### config.mk
export PLATFORM = sky130hd
export DESIGN_NAME = instr_fetch_flat
export DESIGN_NICKNAME = d
export VERILOG_FILES = /design/src/rtl/instr_fetch_if.sv /design/src/rtl/instr_fetch.sv /design/src/flat_wrapper.sv
export SDC_FILE = /design/constraint.sdc
export NUM_CORES = 1
export LEC_CHECK = 0
export BUFFER_PORTS_ARGS = -buffer_cell sky130_fd_sc_hd__buf_2
export CORE_MARGIN = 1
export CORE_UTILIZATION = 54
export CTS_CLUSTER_SIZE = 28
export DETAILED_ROUTE_END_ITERATION = 12
export GPL_TIMING_DRIVEN = 0
export PLACE_DENSITY = 0.87
export SLEW_MARGIN = 10
export SYNTH_ARGS = -nofsm -noshare
export SYNTH_HDL_FRONTEND = slang
export SYNTH_SLANG_ARGS = --single-unit
### constraint.sdc
create_clock -name clk -period 5.4 [get_ports clk]
set_clock_uncertainty 0.2 [all_clocks]
set_input_delay 1.08 -clock clk [delete_from_list [all_inputs] [get_ports clk]]
set_output_delay 1.08 -clock clk [all_outputs]
set_load 0.02 [all_outputs]
### src/rtl/instr_fetch_if.sv
// Instruction-fetch bus: memory read port plus the issue handshake and branch controls.
interface instr_fetch_if;
  localparam int unsigned ADDR_W = 8;
  localparam int unsigned DATA_W = 8;
  localparam int unsigned OPC_W  = 3;
  localparam int unsigned OPD_W  = 5;

  logic              imem_req;
  logic [ADDR_W-1:0] imem_addr;
  logic              imem_ack;
  logic [DATA_W-1:0] imem_data;
  logic [OPC_W-1:0]  OPCode;
  logic [OPD_W-1:0]  operand;
  logic              instr_valid;
  logic              instr_ready;
  logic              J;
  logic              JC;
  logic              NEQ;
  logic              eq_flag;

  // Fetch unit side
  modport master (
    output imem_req, imem_addr, OPCode, operand, instr_valid,
    input  imem_ack, imem_data, instr_ready, J, JC, NEQ, eq_flag
  );

  // Memory / control-unit side
  modport slave (
    input  imem_req, imem_addr, OPCode, operand, instr_valid,
    output imem_ack, imem_data, instr_ready, J, JC, NEQ, eq_flag
  );
endinterface

### src/rtl/instr_fetch.sv
// Instruction fetch unit: fetches one word at pc, issues it, then steps or branches pc.
module instr_fetch #(
  parameter logic [7:0] RESET_PC = 8'h00
) (
  input  logic          clk,
  input  logic          rst_n,
  input  logic          enable,
  instr_fetch_if.master bus,
  output logic [7:0]    pc,
  output logic [15:0]   retired
);
  localparam int unsigned ADDR_W = 8;
  localparam int unsigned OPC_W  = 3;
  localparam int unsigned OPD_W  = 5;
  localparam int unsigned RET_W  = 16;

  typedef enum logic [1:0] {IDLE, FETCH, ISSUE} state_t;

  state_t            state_q, state_d;
  logic [ADDR_W-1:0] pc_q, pc_d;
  logic              req_q, req_d;
  logic              valid_q, valid_d;
  logic [OPC_W-1:0]  opcode_q, opcode_d;
  logic [OPD_W-1:0]  operand_q, operand_d;
  logic [RET_W-1:0]  retired_q, retired_d;

  logic              taken_c;
  logic [ADDR_W-1:0] offset_c;
  logic [ADDR_W-1:0] target_c;

  // State and output registers
  always_ff @(posedge clk or negedge rst_n) begin
    if (!rst_n) begin
      state_q   <= IDLE;
      pc_q      <= RESET_PC;
      req_q     <= 1'b0;
      valid_q   <= 1'b0;
      opcode_q  <= '0;
      operand_q <= '0;
      retired_q <= '0;
    end else begin
      state_q   <= state_d;
      pc_q      <= pc_d;
      req_q     <= req_d;
      valid_q   <= valid_d;
      opcode_q  <= opcode_d;
      operand_q <= operand_d;
      retired_q <= retired_d;
    end
  end

  // Next-state, next-pc and registered-output logic
  always_comb begin
    state_d   = state_q;
    pc_d      = pc_q;
    req_d     = req_q;
    valid_d   = valid_q;
    opcode_d  = opcode_q;
    operand_d = operand_q;
    retired_d = retired_q;

    // Branch decision only matters on the handshake cycle in ISSUE
    taken_c  = bus.J | (bus.JC & (bus.eq_flag ^ bus.NEQ));
    offset_c = {{(ADDR_W-OPD_W){operand_q[OPD_W-1]}}, operand_q};
    target_c = pc_q + offset_c;

    case (state_q)
      IDLE: begin
        if (enable) begin
          state_d = FETCH;
          req_d   = 1'b1;
        end
      end
      FETCH: begin
        if (bus.imem_ack) begin
          state_d   = ISSUE;
          req_d     = 1'b0;
          valid_d   = 1'b1;
          opcode_d  = bus.imem_data[7:5];
          operand_d = bus.imem_data[4:0];
        end
      end
      ISSUE: begin
        if (bus.instr_ready) begin
          valid_d   = 1'b0;
          pc_d      = taken_c ? target_c : pc_q + ADDR_W'(1);
          retired_d = retired_q + RET_W'(1);
          if (enable) begin
            state_d = FETCH;
            req_d   = 1'b1;
          end else begin
            state_d = IDLE;
          end
        end
      end
      default: begin
        state_d = IDLE;
        req_d   = 1'b0;
        valid_d = 1'b0;
      end
    endcase
  end

  // Address is the flopped pc, so it is stable for the whole fetch
  assign bus.imem_req    = req_q;
  assign bus.imem_addr   = pc_q;
  assign bus.OPCode      = opcode_q;
  assign bus.operand     = operand_q;
  assign bus.instr_valid = valid_q;
  assign pc              = pc_q;
  assign retired         = retired_q;

endmodule

### src/flat_wrapper.sv
// flat-port wrapper written by rule: the top's interface ports become plain ports
module instr_fetch_flat 
#(
  parameter logic [7:0] RESET_PC = 8'h00
)
  (clk, rst_n, enable, pc, retired, bus_imem_req, bus_imem_addr, bus_OPCode, bus_operand, bus_instr_valid, bus_imem_ack, bus_imem_data, bus_instr_ready, bus_J, bus_JC, bus_NEQ, bus_eq_flag);
  instr_fetch_if bus_i ();
  input  logic clk;
  input  logic rst_n;
  input  logic enable;
  output logic [7:0] pc;
  output logic [15:0] retired;
  output wire logic [$bits(bus_i.imem_req)-1:0] bus_imem_req;
  output wire logic [$bits(bus_i.imem_addr)-1:0] bus_imem_addr;
  output wire logic [$bits(bus_i.OPCode)-1:0] bus_OPCode;
  output wire logic [$bits(bus_i.operand)-1:0] bus_operand;
  output wire logic [$bits(bus_i.instr_valid)-1:0] bus_instr_valid;
  input wire logic [$bits(bus_i.imem_ack)-1:0] bus_imem_ack;
  input wire logic [$bits(bus_i.imem_data)-1:0] bus_imem_data;
  input wire logic [$bits(bus_i.instr_ready)-1:0] bus_instr_ready;
  input wire logic [$bits(bus_i.J)-1:0] bus_J;
  input wire logic [$bits(bus_i.JC)-1:0] bus_JC;
  input wire logic [$bits(bus_i.NEQ)-1:0] bus_NEQ;
  input wire logic [$bits(bus_i.eq_flag)-1:0] bus_eq_flag;
  assign bus_imem_req = bus_i.imem_req;
  assign bus_imem_addr = bus_i.imem_addr;
  assign bus_OPCode = bus_i.OPCode;
  assign bus_operand = bus_i.operand;
  assign bus_instr_valid = bus_i.instr_valid;
  assign bus_i.imem_ack = bus_imem_ack;
  assign bus_i.imem_data = bus_imem_data;
  assign bus_i.instr_ready = bus_instr_ready;
  assign bus_i.J = bus_J;
  assign bus_i.JC = bus_JC;
  assign bus_i.NEQ = bus_NEQ;
  assign bus_i.eq_flag = bus_eq_flag;
  instr_fetch #(.RESET_PC(RESET_PC)) u_core (.clk(clk), .rst_n(rst_n), .enable(enable), .bus(bus_i), .pc(pc), .retired(retired));
endmodule
==> metrics.yaml <==
run_status:
  outcome: "finished clean"
timing:
  clock.fmax_ghz: 0.319
  tightest_slew_ps: 761
  grt_setup_unrepaired: "no"
  post-route-period-util: 0.580
  setup_viol: 0
  finalSetupTns_ps: 0
  fin_crit_ps: 3130
  maxSlewViolCount: 0
  max-slew-margin-rel: 0.493
  hold_violations: 0
  setup_ws_ps: 2270
worst_setup_path:
  arrival_ps: 3200
  max_stage_delay_ps: 400
  path_cells: "buf_2, xor2_1, a21oi_1, or2_1, ha_1, inv_1, fa_1, nor2b_1, o21ai_0, nand2_1, mux2i_1, xor2_1"
  critPathBufInv: 2
  cp-start-kind: "input port"
  critPathSlowestCell: "fa_1"
  regToRegSetupSlack_ps: 3180
  cp_max_fo: 4
  cp_common_cell: "xor2_1"
  worstSetupPathType: "input port to flop"
  crit_family: "adder cells"
  endpoint_kind: "flop"
  required_ps: 5460
floorplanning:
  ios: 59
  fp-row-count: 20
  start_util: 0.583
  core_area_sq_um: 3130
  die_y_microns: 60.1
  fp.dieW_microns: 60.1
  die_area_sq_um: 3610
synth:
  synth-simple-area-share: 0.171
  netlist_area_sq_um: 1820
  synth_mux_area_frac: 0.0549
  synth_nets: 188
  synth_compound_area_frac: 0.0776
  yosysSeqAreaShare: 0.494
  ys_warn_count: 0
  ys_types: 37
  synth.avg_cell_area_sq_um: 11.0
  synth_top_family_by_area: "simple AND/OR/NAND/NOR gates"
  synth-seq-cells: 36
  syn-instance-count: 165
  synth-xor-area-share: 0.101
  synthAdderAreaFrac: 0.0453
pwr:
  ir_worst_vdd_mv: 0.370
  cellLeakagePower_nw: 1.16
  p_per_area_nw_per_um2: 496
global_routing:
  groute.usage.overall: 0.202
  overflow: 0
  grt_max_degree: 37
  grt_pass1_vias: 1242
  antenna_found_initial: 0
  grt_pass1_wl_mm: 5.33
clock_tree:
  cts_tree: "done"
  cts-htree-levels: 2
  post-cts-setup-buffers: 0
  root_buffer: "clkbuf_4"
  numCtsBuffers: 5
  cts_resized: 0
  clk_pin_slew_worst_paths_ps: 120
  clockBufferDepth: 2
  cts_hold_buf: 0
  clkSinkCount: 36
  clock_latency_ps: 350
cells_and_area:
  antenna_cells: 0
  nets: 253
  drive_gt1_frac: 0.385
  syn_to_final_growth_pct: 22.4
  final_cell_mix: "buf_2 (59), dfrtp_1 (36), xnor2_1 (15), nand2_1 (15)"
  fin_util: 0.713
  final_common_cell: "buf_2"
placed_design:
  place_hpwl_mm: 2.50
  gp_congestion: 0.810
  io_buffers: 58
  post-place-ws_ps: 1900
route:
  drt_first_pass_iters: 3
  avgViaCountPerCell: 4.97
  dr_total_vias: 1367
  drc: 0
  post_drt_wl_per_cell_microns: 11.8
  wirelength_mm: 3.25
  antenna_left: 0
  drt_iter0_markers: 62
flow_run:
  drv_cap: 0
min_path:
  hold_class: "flop to flop"
worst register-to-register path, cell delays in order (launching register included):
cell and delay (ps):
dfrtp_1 400, or2_1 240, ha_1 220, inv_1 70
fa_1 200, nor2b_1 50, o21ai_0 270, nand2_1 120
mux2i_1 210, xor2_1 160
metrics by stage:
stage	total power, mW	std cells	area [sq um]	hold WS, ps
5_1_grt	1.19	275	2230	290
3_5_place_dp	0.967	267	2170	253
6_report	1.11	275	2230	270
3_3_place_gp	0.951	267	2170	251
2_1_floorplan	0.803	165	1820	333
4_1_cts	1.12	275	2230	272
layout make-up:
type                    instances  area [sq um]
plain buffers                  10          76.3
repair buffers                 58           290
inverters                       7          26.3
multi-input cells             112           820
clock buffers                   7          55.1
flip-flops and latches         36           901
well taps                      44          55.1
fillers                       234           897
clock inverters                 1          7.51
power breakdown:
part           switching, mW  internal [mW]
sequential            0.0848          0.351
clock                 0.0877         0.0638
combinational          0.293          0.227
total                  0.465          0.642
sequential cells by signal, indices dropped and copies added (netlist names):
register and flops:
u_core.bus.OPCode 3, u_core.bus.imem_addr 8, u_core.bus.instr_valid 1, u_core.bus.imem_req 1, u_core.state_q 2, u_core.bus.operand 5, u_core.retired 16
final timing paths:
kind	start	to	depth (start not counted)
worst min-delay path	u_core.retired[15]	u_core.retired[15]	1
worst max register to register	u_core.bus.operand[0]	u_core.bus.imem_addr[6]	9
worst min register to register	u_core.retired[15]	u_core.retired[15]	1
min in group asynchronous	rst_n	u_core.retired[6]	1
worst max-delay path	bus_NEQ	u_core.bus.imem_addr[6]	12
max in group asynchronous	rst_n	u_core.bus.imem_req	1
synth_stat cells, drive strengths merged:
master / n / area [sq um]
mux2: 8 / 90.1
a31oi: 1 / 12.5
nor2b: 4 / 25.0
and3b: 1 / 8.76
a21o: 2 / 16.3
nand2b: 4 / 25.0
a21oi: 5 / 25.0
o31ai: 1 / 12.5
nand2: 15 / 56.3
xnor2: 15 / 131
nor2: 5 / 18.8
nand4: 5 / 37.5
xor2: 6 / 52.6
a22o: 1 / 8.76
or2: 2 / 12.5
nand3b: 2 / 27.5
inv: 7 / 26.3
buf: 10 / 76.3
fa: 1 / 20.0
and4: 1 / 8.76
dfrtp: 36 / 901
o22ai: 1 / 6.26
ha: 5 / 62.6
nand3: 6 / 30.0
and2: 3 / 18.8
a211oi: 2 / 15.0
and3: 3 / 18.8
o21ai: 9 / 45.0
or4: 1 / 11.3
mux2i: 1 / 10.0
nor4: 2 / 12.5
layer usage:
layer	global-route usage	part of all wire	vias to the layer above	wire [microns]
met2	0.336	0.50	32	1620
met4	0.0897	0.014	0	46
met3	0.0455	0.040	5	129
li1	-	-	686	-
met1	0.248	0.45	644	1460
met5	0	0	-	0
kinds of logic after synthesis:
group,Yosys count
buf+inv,17
xor+xnor,21
simple gates,54
fa+ha+maj,6
mux,9
flops,36
compound gates,22
Power figures use the tool's default switching activity.
